$ cat config.mk
export PLATFORM = sky130hd
export DESIGN_NAME = i2s_rx_flat
export DESIGN_NICKNAME = d
export VERILOG_FILES = /design/src/rtl/i2s_rx_if.sv /design/src/rtl/i2s_rx.sv /design/src/flat_wrapper.sv
export SDC_FILE = /design/constraint.sdc
export NUM_CORES = 1
export LEC_CHECK = 0
export BUFFER_PORTS_ARGS = -buffer_cell sky130_fd_sc_hd__buf_2
export CORE_AREA = 2 2 107 109
export CTS_BUF_LIST = sky130_fd_sc_hd__clkbuf_4
export DETAILED_ROUTE_END_ITERATION = 6
export DIE_AREA = 0 0 109 111
export PLACE_DENSITY = 0.77
export REMOVE_ABC_BUFFERS = 1
export SYNTH_ARGS = -nofsm -noshare
export SYNTH_HDL_FRONTEND = slang
export SYNTH_SLANG_ARGS = --single-unit
export TNS_END_PERCENT = 1
$ cat constraint.sdc
create_clock -name clk -period 2.71 [get_ports clk]
set_input_delay 0.271 -clock clk [delete_from_list [all_inputs] [get_ports clk]]
set_output_delay 0.271 -clock clk [all_outputs]
set_load 0.05 [all_outputs]
$ cat src/rtl/i2s_rx_if.sv
// i2s_rx_if -- stereo sample-pair stream from the I2S receiver to its consumer.
//   m_left  : left sample of the completed pair
//   m_right : right sample of the completed pair
//   m_valid : a pair is available
//   m_ready : the consumer accepts the pair
// modport master : producer side (the receiver)
// modport slave  : consumer side
interface i2s_rx_if #(
  parameter int DW = 24
);
  logic [DW-1:0] m_left;
  logic [DW-1:0] m_right;
  logic          m_valid;
  logic          m_ready;

  modport master (output m_left, output m_right, output m_valid, input m_ready);
  modport slave  (input m_left, input m_right, input m_valid, output m_ready);
endinterface

$ cat src/rtl/i2s_rx.sv
// i2s_rx -- I2S (Philips, one-bit delay) receiver, oversampled in the clk domain.
//   clk       : system clock, all logic runs here
//   rst       : synchronous active-high reset
//   sclk_in   : external bit clock (asynchronous)
//   lrclk_in  : external word select, 0 = left, 1 = right (asynchronous)
//   sdata_in  : serial data, MSB first (asynchronous)
//   m_if      : pair output stream (m_left, m_right, m_valid, m_ready)
//   overrun   : one-cycle pulse when a completed pair is dropped
//   frame_err : one-cycle pulse on a short channel (only with I2S_RX_FRAME_ERR_EN)
// Build option: define I2S_RX_FRAME_ERR_EN to turn a short channel into a frame
// error (pulse, discard, realign). Without it a short channel is left-justified
// and zero-filled and treated as complete.
//
// state    | meaning
// ALIGN    | waiting for a 1->0 word-select boundary (start of left)
// DELAY    | boundary seen; next rising edge carries the MSB
// SHIFT    | shifting in the current channel's bits
// HOLD     | channel complete; ignoring extra bits until the next boundary
module i2s_rx #(
  parameter int DW = 24
) (
  input  logic clk,
  input  logic rst,
  input  logic sclk_in,
  input  logic lrclk_in,
  input  logic sdata_in,
  i2s_rx_if.master m_if,
  output logic overrun
`ifdef I2S_RX_FRAME_ERR_EN
  ,output logic frame_err
`endif
);

  localparam int CW = $clog2(DW + 1);
  localparam logic [CW-1:0] CNT_DW   = CW'(DW);
  localparam logic [CW-1:0] CNT_LAST = CW'(DW - 1);

  typedef enum logic [1:0] {ST_ALIGN, ST_DELAY, ST_SHIFT, ST_HOLD} state_t;

  logic r_sclk_s1, r_sclk_s2, r_sclk_d;
  logic r_lr_s1, r_lr_s2, r_lr_prev;
  logic r_sd_s1, r_sd_s2;

  state_t        r_state, w_state_nxt;
  logic [DW-1:0] r_shift, w_shift_nxt;
  logic [CW-1:0] r_cnt, w_cnt_nxt;
  logic          r_right_tgt, w_right_nxt;

  logic          w_sclk_rise;
  logic          w_bound;
  logic          w_chan_done;
  logic [DW-1:0] w_chan_word;
  logic          w_pair_done;

  logic [DW-1:0] r_left_hold;
  logic          r_left_ok;
  logic [DW-1:0] r_m_left, r_m_right;
  logic          r_m_valid;
  logic          r_overrun;

`ifdef I2S_RX_FRAME_ERR_EN
  logic          w_frame_err;
  logic          r_frame_err;
  assign frame_err = r_frame_err;
`endif

  assign m_if.m_left  = r_m_left;
  assign m_if.m_right = r_m_right;
  assign m_if.m_valid = r_m_valid;
  assign overrun      = r_overrun;

  assign w_sclk_rise = r_sclk_s2 & ~r_sclk_d;
  // Boundary: word select differs from its value at the previous rising edge.
  assign w_bound     = r_lr_s2 ^ r_lr_prev;
  assign w_pair_done = w_chan_done & r_right_tgt & r_left_ok;

  always_ff @(posedge clk) begin
    if (rst) begin
      r_sclk_s1 <= 1'b0;
      r_sclk_s2 <= 1'b0;
      r_sclk_d  <= 1'b0;
      r_lr_s1   <= 1'b0;
      r_lr_s2   <= 1'b0;
      r_lr_prev <= 1'b0;
      r_sd_s1   <= 1'b0;
      r_sd_s2   <= 1'b0;
    end else begin
      r_sclk_s1 <= sclk_in;
      r_sclk_s2 <= r_sclk_s1;
      r_sclk_d  <= r_sclk_s2;
      r_lr_s1   <= lrclk_in;
      r_lr_s2   <= r_lr_s1;
      r_sd_s1   <= sdata_in;
      r_sd_s2   <= r_sd_s1;
      if (w_sclk_rise) r_lr_prev <= r_lr_s2;
    end
  end

  always_ff @(posedge clk) begin
    if (rst) begin
      r_state     <= ST_ALIGN;
      r_shift     <= '0;
      r_cnt       <= '0;
      r_right_tgt <= 1'b0;
    end else begin
      r_state     <= w_state_nxt;
      r_shift     <= w_shift_nxt;
      r_cnt       <= w_cnt_nxt;
      r_right_tgt <= w_right_nxt;
    end
  end

  always_comb begin
    w_state_nxt = r_state;
    w_shift_nxt = r_shift;
    w_cnt_nxt   = r_cnt;
    w_right_nxt = r_right_tgt;
    w_chan_done = 1'b0;
    w_chan_word = '0;
`ifdef I2S_RX_FRAME_ERR_EN
    w_frame_err = 1'b0;
`endif
    if (w_sclk_rise) begin
      case (r_state)
        ST_ALIGN: begin
          // Only a right->left transition marks a trustworthy frame start.
          if (w_bound && !r_lr_s2) begin
            w_state_nxt = ST_DELAY;
            w_right_nxt = 1'b0;
          end
        end
        ST_DELAY: begin
          w_shift_nxt = {{(DW-1){1'b0}}, r_sd_s2};
          w_cnt_nxt   = CW'(1);
          w_state_nxt = ST_SHIFT;
        end
        ST_SHIFT: begin
          if (w_bound) begin
`ifdef I2S_RX_FRAME_ERR_EN
            w_frame_err = 1'b1;
            w_cnt_nxt   = '0;
            w_state_nxt = ST_ALIGN;
`else
            // Short channel: move captured bits to the top, zeros below.
            w_chan_done = 1'b1;
            w_chan_word = r_shift << (CNT_DW - r_cnt);
            w_cnt_nxt   = '0;
            w_right_nxt = r_lr_s2;
            w_state_nxt = ST_DELAY;
`endif
          end else begin
            w_shift_nxt = {r_shift[DW-2:0], r_sd_s2};
            w_cnt_nxt   = r_cnt + CW'(1);
            if (r_cnt == CNT_LAST) begin
              w_chan_done = 1'b1;
              w_chan_word = {r_shift[DW-2:0], r_sd_s2};
              w_state_nxt = ST_HOLD;
            end
          end
        end
        ST_HOLD: begin
          if (w_bound) begin
            w_cnt_nxt   = '0;
            w_right_nxt = r_lr_s2;
            w_state_nxt = ST_DELAY;
          end
        end
        default: w_state_nxt = ST_ALIGN;
      endcase
    end
  end

  always_ff @(posedge clk) begin
    if (rst) begin
      r_left_hold <= '0;
      r_left_ok   <= 1'b0;
      r_m_left    <= '0;
      r_m_right   <= '0;
      r_m_valid   <= 1'b0;
      r_overrun   <= 1'b0;
`ifdef I2S_RX_FRAME_ERR_EN
      r_frame_err <= 1'b0;
`endif
    end else begin
      r_overrun <= 1'b0;
`ifdef I2S_RX_FRAME_ERR_EN
      r_frame_err <= w_frame_err;
      if (w_frame_err) r_left_ok <= 1'b0;
`endif
      if (w_chan_done && !r_right_tgt) begin
        r_left_hold <= w_chan_word;
        r_left_ok   <= 1'b1;
      end
      if (w_pair_done) begin
        r_left_ok <= 1'b0;
        // A transfer in this same cycle frees the slot for the new pair.
        if (!r_m_valid || m_if.m_ready) begin
          r_m_left  <= r_left_hold;
          r_m_right <= w_chan_word;
          r_m_valid <= 1'b1;
        end else begin
          r_overrun <= 1'b1;
        end
      end else if (r_m_valid && m_if.m_ready) begin
        r_m_valid <= 1'b0;
      end
    end
  end

endmodule

$ cat src/flat_wrapper.sv
// flat-port wrapper written by rule: the top's interface ports become plain ports
module i2s_rx_flat 
#(
  parameter int DW = 24
)
  (clk, rst, sclk_in, lrclk_in, sdata_in, overrun, m_if_m_left, m_if_m_right, m_if_m_valid, m_if_m_ready);
  i2s_rx_if #(.DW(DW)) m_if_i ();
  input  logic clk;
  input  logic rst;
  input  logic sclk_in;
  input  logic lrclk_in;
  input  logic sdata_in;
  output logic overrun;
  output wire logic [$bits(m_if_i.m_left)-1:0] m_if_m_left;
  output wire logic [$bits(m_if_i.m_right)-1:0] m_if_m_right;
  output wire logic [$bits(m_if_i.m_valid)-1:0] m_if_m_valid;
  input wire logic [$bits(m_if_i.m_ready)-1:0] m_if_m_ready;
  assign m_if_m_left = m_if_i.m_left;
  assign m_if_m_right = m_if_i.m_right;
  assign m_if_m_valid = m_if_i.m_valid;
  assign m_if_i.m_ready = m_if_m_ready;
  i2s_rx #(.DW(DW)) u_core (.clk(clk), .rst(rst), .sclk_in(sclk_in), .lrclk_in(lrclk_in), .sdata_in(sdata_in), .m_if(m_if_i), .overrun(overrun));
endmodule
==> results of run 1 <==
-- timing repair --
item / 4_1_cts / 5_1_grt
hold endpoints to repair: 3 / 0
resized for setup: 0 / 6
setup endpoints to repair: 0 / 21
hold buffers: 3 / 0
-- registers in the layout, summed over array words and instances (netlist names), 2 cells and up --
name / flops
u_core.r_state: 2
u_core.m_if.m_right: 24
u_core.m_if.m_left: 24
u_core.r_cnt: 5
u_core.r_left_hold: 24
u_core.r_shift: 24
-- worst min-delay path by stage --
| stage | to | startpoint | slack, ns | depth (start not counted) |
|---|---|---|---|---|
| floorplan | u_core.m_if.m_left[0] | rst | 0.34 | 1 |
| global placement | u_core.r_sd_s2 | u_core.r_sd_s1 | 0.42 | 1 |
| detailed placement | u_core.r_lr_s2 | u_core.r_lr_s1 | 0.43 | 1 |
| CTS | u_core.r_cnt[0] | rst | 0.05 | 2 |
| global route | u_core.r_cnt[0] | rst | 0.05 | 2 |
| finish | u_core.r_shift[0] | rst | 0.08 | 2 |
-- layout by cell type, fill, tap and decap left out, drive strengths merged, types with 17 or more instances in the layout --
master / Yosys / final
nor2: 68 / 68
nand3: 28 / 28
dfxtp: 115 / 115
clkbuf: 41 / 18
o21ai: 17 / 17
nand2: 123 / 123
nor3: 24 / 24
a211oi: 23 / 23
a21oi: 69 / 69
buf: 23 / 87
mux2i: 28 / 28
-- logic make-up (layout without fill, tap and decap cells) --
group | after synthesis | in the layout | synth area share, %
and+or+nand+nor | 293 | 293 | 22.2
AOI/OAI and AO/OA | 160 | 160 | 17.4
DFF | 115 | 115 | 38.7
buffers and inverters | 76 | 134 | 5.56
muxes | 59 | 59 | 13.6
adders and majority gates | 8 | 8 | 1.68
xor gates and xnor gates | 5 | 5 | 0.863
-- power by group --
part / total [W] / internal, W / switching [W]
Combinational: 0.0000610 / 0.0000179 / 0.0000431
Sequential: 0.00170 / 0.00169 / 0.00000281
Clock: 0.00146 / 0.000814 / 0.000648
Total: 0.00322 / 0.00253 / 0.000693
-- worst max-delay path, delay by kind of cell (launching register included) --
| family | cells | cell delay, ns |
|---|---|---|
| muxes | 3 | 0.90 |
| buffers and inverters | 3 | 0.44 |
| DFF | 1 | 0.37 |
| adders and majority gates | 1 | 0.33 |
| and+or+nand+nor | 2 | 0.26 |
| AOI/OAI and AO/OA | 1 | 0.23 |
-- per-layer routing --
layer  up-vias  track usage (%)  routed length (um)
met3        22             9.05                1190
met1      2553             38.2                7310
met2       201             42.1                7660
li1       2634                -                   -
met5         -                0                   0
met4         0             7.52                 226
-- layout make-up --
class / instances / area (um^2)
Multi-Input combinational cell: 525 / 3340
Timing Repair Buffer: 90 / 618
Clock buffer: 18 / 135
Sequential cell: 115 / 2300
Tap cell: 143 / 179
Clock inverter: 14 / 191
Inverter: 12 / 45.0
Fill cell: 981 / 4270
-- through the flow --
stage | hold slack (ns) | worst slack, ns | instances | power, W | instance area, um^2
global placement | 0.415 | 0.0524 | 882 | 0.00179 | 6430
global route | 0.0450 | -0.00176 | 917 | 0.00332 | 6810
detailed placement | 0.426 | 0.0497 | 882 | 0.00179 | 6430
floorplan | 0.340 | -1.71 | 652 | 0.00175 | 5660
CTS | 0.0454 | 0.0225 | 917 | 0.00324 | 6790
finish | 0.0831 | 0.111 | 917 | 0.00322 | 6810
==> metrics list, run 1 <==
- Of the available clock period, the critical path in the final layout requires 95.9%.
* Critical Path, Cell by Cell: inv_2, ha_2, buf_12, buf_6, mux2i_1, mux4_2, mux2_2, o211ai_1, nor2_1, nor3_1
* RSZ-0062 raised after global routing: yes
- In this run the number of H-tree levels came out at 4.
- Peak Freq: 0.385 GHz
* Crit path launch: u_core.r_cnt[0]
- Wire length per cell: 17.9 um
- Yosys printed 0 warnings.
- Sequential cells were found to cover 38.7% of the synthesized design area.
* Std-Cell Core Area: 11100 um^2
- Worst setup EP type: flip-flop
* Post-Route Skew: 0.0176 ns
* Critical path peak fanout: 31
* X dimension of the die: 109 um
- Most frequently used cell type in the post-synthesis netlist: sky130_fd_sc_hd__nand2_1
* Hold Path Class: input pin to flip-flop
* Average footprint of a synthesized cell: 8.30 um^2
* Final core utilization: 61.4%
- The net count of the finished layout is 775.
- Residual overflow from global routing: 0
- The hold violation total from the final report is 0.
- Slew Limit Headroom: 50.4%
- Setup total negative slack: 0 ns
- Post-Syn Area: 5940 um^2
- Setup violations remaining at the end of the flow were counted as 0.
* Proportion of register bits with asynchronous set or reset after synthesis: 0%
* CTS buffer count: 17
- The initial antenna violation count is 0.
- Area growth from synthesis to final layout: 14.5%
* Distinct cells, synth: 57
- In this run the core area contains 39 standard-cell rows.
* Synthesized instance count: 716
* Most used flip-flop cell after synthesis: sky130_fd_sc_hd__dfxtp_1
- Detailed placement finished with a half-perimeter wire length of 11.6 mm.
* VDD IR-drop max: 0.620 mV
* Height of the chip: 111 um
- The repair_antennas step left the layout with diodes totalling 0.
* Arrival time at the worst endpoint: 3.06 ns
- Clock edge transition at the registers on the reported setup and hold paths: 0.10 ns
* Top post-synthesis cells by area: sky130_fd_sc_hd__dfxtp_1 (39%), sky130_fd_sc_hd__nand2_1 (7.8%), sky130_fd_sc_hd__mux4_2 (6.1%), sky130_fd_sc_hd__a21oi_1 (5.8%), sky130_fd_sc_hd__mux2i_1 (4.7%)
- The first routing iteration left 564 violations.
- Final routed DRC violation total: 0
* Critical path type: flip-flop to flip-flop
- Final weighted congestion of routability-driven global placement: 0.929
- Power density over the cells: 473 nW/um^2
- Post-CTS Setup Inserts: 0
- Area share of the largest cell type after synthesis: 38.7%
- Maximum number of pins on one net before global-route repair: 63
- DR vias/cell: 5.90
- Static leakage: 2.43 nW
- In this run the critical register-to-register path is captured at u_core.r_left_hold[23].
- Summed over all instances, the cell type with the most area after synthesis is sky130_fd_sc_hd__dfxtp_1.
* Pre-antenna DRT Iters: 5
* Max-cap violation count: 0
- Worst EP required: 3.17 ns
- Via count: 5410
- Register-to-register setup slack: 0.11 ns
- Once detail routing completed, the nets flagged for antenna violations numbered 0.
- Counting instances in the post-synthesis netlist gives the leading cell types as sky130_fd_sc_hd__nand2_1 (123), sky130_fd_sc_hd__dfxtp_1 (115), sky130_fd_sc_hd__a21oi_1 (69), sky130_fd_sc_hd__nor2_1 (68), sky130_fd_sc_hd__clkbuf_1 (41).
* Initial core utilization: 53.7%
- The cell sitting at the root of the clock tree is a sky130_fd_sc_hd__clkbuf_4.
- Count of state elements after synthesis: 115
- Global-route wire length before repair: 26.2 mm
* Buffer levels on the longest clock path: 2
* Die outline area: 12100 um^2
- Worst-path cell with the longest stage delay: sky130_fd_sc_hd__mux4_2
* Worst r2r src: u_core.r_cnt[0]
- Slew of the pin with the lowest slew margin: 0.742 ns
* Outcome: complete, no violations
- After detailed routing, the total wire length is 16.4 mm.
- The max-slew violation count was 0.
- Worst skew pair latency: 0.54 ns
- The via count of the first global-routing pass is 4969.
* Layout cell share with drive strength beyond 1: 20.9%
- In this run the worst setup path terminates at u_core.r_left_hold[23].
- TritonCTS clock tree: yes
* Critical path startpoint category: flip-flop
- Across every metal layer, demand over resource in global routing totals 27.9%.
- Count of cells along the worst register-to-register path: 10
- Tmin final: 2.60 ns
- On the worst path, the slowest cell contributes a delay of 0.51 ns.
* Port buffer count: 55
- CTS saw 115 sinks.
- For this design the top-level I/O count stands at 56.
- The synthesized design contains 0 enable-type register cells.
(Power assumes the default switching activity.)
==> run 2, diff against run 1 <==
Settings changed: CORE_AREA 2 2 107 109 to 2 2 103 105, CTS_BUF_LIST sky130_fd_sc_hd__clkbuf_4 to sky130_fd_sc_hd__clkbuf_4 sky130_fd_sc_hd__clkbuf_8 sky130_fd_sc_hd__clkbuf_16, DIE_AREA 0 0 109 111 to 0 0 105 107, PLACE_DENSITY 0.77 to 0.79.
Clock period 2.71 ns to 3.2 ns, I/O delays scaled along.
==> run 2 against run 1 <==
Count of clock-buffer cells in the layout up 2. Critical path depth down 1. Flip-flop and latch count unchanged. Largest cell class unchanged.
==> metrics list, run 2 (synthesized netlist as in run 1, its figures left out) <==
- Outcome: complete, no violations (unchanged)
- The effective utilization at floorplan came to 58.9% (was 53.7%).
* Max-cap violation count: 0 (unchanged)
- The number of fill cells was 882 (was 981).
- The die outline area came to 11200 um^2 (was 12100 um^2).
- The via count of the first global-routing pass came to 4992 (was 4969).
- Critical path peak fanout: 40 (was 31)
* Total Nets Final: 755 (was 775)
- The setup clock skew after layout was 0.00676 ns (was 0.0176 ns).
- Post-CTS Setup Inserts: 0 (unchanged)
* Worst skew pair latency: 0.52 ns (was 0.54 ns)
* Wirelength, routed: 15.6 mm (was 16.4 mm)
* Layout cell share with drive strength beyond 1: 19.2% (was 20.9%)
* Period utilisation layout: 90.3% (was 95.9%)
- Via count: 5414 (was 5410)
- The number of rows created at floorplan came to 37 (was 39).
* Hold Path Class: input pin to flip-flop (unchanged)
- Arrival time at the worst endpoint: 3.28 ns (was 3.06 ns)
- The maximum number of pins on one net before global-route repair came to 60 (was 63).
* Area of combinational cells with multiple inputs: 3320 um^2 (was 3340 um^2)
- VDD IR-drop max: 0.328 mV (was 0.620 mV)
- Antenna-violating nets left: 0 (unchanged)
- The setup TNS was 0 ns (unchanged).
- Slew Limit Headroom: 42.4% (was 50.4%)
- Global-route wire length before repair: 25.7 mm (was 26.2 mm)
* Area used by sequential logic in the layout: 2300 um^2 (unchanged)
* Worst-path cell with the longest stage delay: sky130_fd_sc_hd__dfxtp_1 (was sky130_fd_sc_hd__mux4_2)
- The via count normalized by instance count is 6.08 (was 5.90).
* All-Layer GR Usage: 28.9% (was 27.9%)
- Critical Path, Cell by Cell: inv_1, ha_1, buf_12, mux2_2, mux4_2, a31oi_1, o221ai_1, a32oi_1, nor2_1 (was inv_2, ha_2, buf_12, buf_6, mux2i_1, mux4_2, mux2_2, o211ai_1, nor2_1, nor3_1)
- The reported leakage power was 2.42 nW (was 2.43 nW).
- The die outline height came to 107 um (was 111 um).
- Final-report max-slew violation count: 0 (unchanged)
* Worst EP required: 3.59 ns (was 3.17 ns)
* Pre-antenna DRT Iters: 5 (unchanged)
- The clock buffer count from CTS is 17 (unchanged).
* Tmin final: 2.89 ns (was 2.60 ns)
- Clock tree root buffer cell: sky130_fd_sc_hd__clkbuf_8 (was sky130_fd_sc_hd__clkbuf_4)
- Final routed DRC violation total: 0 (unchanged)
- The horizontal extent of the die is 105 um (was 109 um).
- The CTS tree is yes (unchanged).
- Number of hold-slack violations in the final timing report: 0 (unchanged)
- The count of inserted antenna diode cells is 0 (unchanged).
* Power density over the cells: 496 nW/um^2 (was 473 nW/um^2)
- The final worst slack came to 0.309 ns (was 0.111 ns).
- Slew of the pin with the lowest slew margin: 0.858 ns (was 0.742 ns)
* Clock edge transition at the registers on the reported setup and hold paths: 0.06 ns (was 0.10 ns)
- Residual overflow from global routing: 0 (unchanged)
* Initial antenna violation count: 0 (unchanged)
* Half-perimeter wire length after placement: 10.8 mm (was 11.6 mm)
* First-iteration detailed-routing DRC count: 498 (was 564)
* Register-to-register setup slack: 0.31 ns (was 0.11 ns)
* Final setup fails: 0 (unchanged)
- The post-placement worst setup slack was 0.404 ns (was 0.0497 ns).
- The area inside the core boundary came to 10100 um^2 (was 11100 um^2).
- Most used cells in the layout excluding fill and tap cells: sky130_fd_sc_hd__nand2_1 (123), sky130_fd_sc_hd__dfxtp_1 (115), sky130_fd_sc_hd__a21oi_1 (69) (was sky130_fd_sc_hd__nand2_1 (123), sky130_fd_sc_hd__dfxtp_1 (115), sky130_fd_sc_hd__a21oi_1 (68), sky130_fd_sc_hd__nor2_1 (68), sky130_fd_sc_hd__buf_2 (54))
- Worst setup EP type: flip-flop (unchanged)
- The CTS sink count was 115 (unchanged).
- Port buffer count: 55 (unchanged)
* Count of boundary I/O pins: 56 (unchanged)
- Final weighted congestion of routability-driven global placement: 0.968 (was 0.929)
- Max H-tree Level: 4 (unchanged)
- The stage delay of the slowest cell on the critical path is 0.52 ns (was 0.51 ns).
* Peak Freq: 0.346 GHz (was 0.385 GHz)
* Leading cell type in the layout, fill and taps excluded: sky130_fd_sc_hd__nand2_1 (unchanged)
* Wire length per cell: 17.6 um (was 17.9 um)
- The largest buffer count on any clock path came to 2 (unchanged).
- Critical path startpoint category: flip-flop (unchanged)
- Critical path type: flip-flop to flip-flop (unchanged)
* RSZ-0062 raised after global routing: no (was yes)
- Area growth from synthesis to final layout: 15.5% (was 14.5%)
==> run 2: cell count changes in the layout (fill, tap and decap cells not counted), moves of 2 or more <==
cell                            before  now
sky130_fd_sc_hd__bufinv_16           5    3
sky130_fd_sc_hd__clkinv_1            5    0
sky130_fd_sc_hd__buf_6               2    0
sky130_fd_sc_hd__buf_4              26   13
sky130_fd_sc_hd__clkbuf_4           18    0
sky130_fd_sc_hd__clkbuf_8            0    4
sky130_fd_sc_hd__buf_12              5    2
sky130_fd_sc_hd__dlygate4sd3_1       3    1
sky130_fd_sc_hd__clkbuf_16           0   16
sky130_fd_sc_hd__clkinvlp_4          1    6
==> run 2: critical path: cells and delay by family (launching register included) <==
kind | cells | cell delay, ns
AO/OA/AOI/OAI | 3 | 0.59
adder cells (fa/ha/maj) | 1 | 0.34
buffers and inverters | 2 | 0.33
flip-flops | 1 | 0.52
multiplexers | 2 | 0.90
AND/OR/NAND/NOR | 1 | 0.06
==> run 2: layout make-up <==
type / count / share of cell area, %
clock buffer: 20 / 6.63
inverter: 12 / 0.656
timing repair buffer: 70 / 6.09
tap: 136 / 2.48
sequential: 115 / 33.5
multi-input combinational: 525 / 48.4
clock inverter: 12 / 2.24
==> run 2: path summary, 6_finish.rpt <==
kind / endpoint / cells after the start / startpoint
worst min register to register: u_core.r_lr_s2 / 1 / u_core.r_lr_s1
worst max-delay path: u_core.r_left_hold[19] / 9 / u_core.r_cnt[1]
worst min-delay path: u_core.r_sclk_s1 / 2 / sclk_in
worst max register to register: u_core.r_left_hold[19] / 9 / u_core.r_cnt[1]
==> run 2: per-stage QoR <==
stage	power, W	instance area [um^2]	utilization [%]	hold slack [ns]	instances
floorplan	0.00148	5660	-	0.389	652
global placement	0.00151	6250	61.9	0.414	857
detailed placement	0.00152	6250	61.9	0.428	857
CTS	0.00343	6870	68.0	0.00160	890
global route	0.00350	6870	68.0	0.0274	890
finish	0.00341	6870	68.0	0.0168	890
==> run 2: layer usage <==
metal	GRT usage [%]	vias to the layer above	wire length, um
met5	0	-	0
met4	10.4	0	352
met3	5.53	42	1020
met2	44.2	223	7040
met1	40.7	2548	7220
li1	-	2601	-
==> run 2: repair_timing <==
| item | in CTS | in global routing |
|---|---|---|
| endpoints found under the hold margin | 1 | 0 |
| resized for setup | 0 | 0 |
| hold buffers | 1 | 0 |
==> run 2: power breakdown <==
part	switching [W]	internal [W]	leakage (nW)
sequential	0.00000233	0.00144	0.927
clock	0.000675	0.00125	0.282
combinational	0.0000357	0.0000116	1.21
total	0.000713	0.00269	2.42
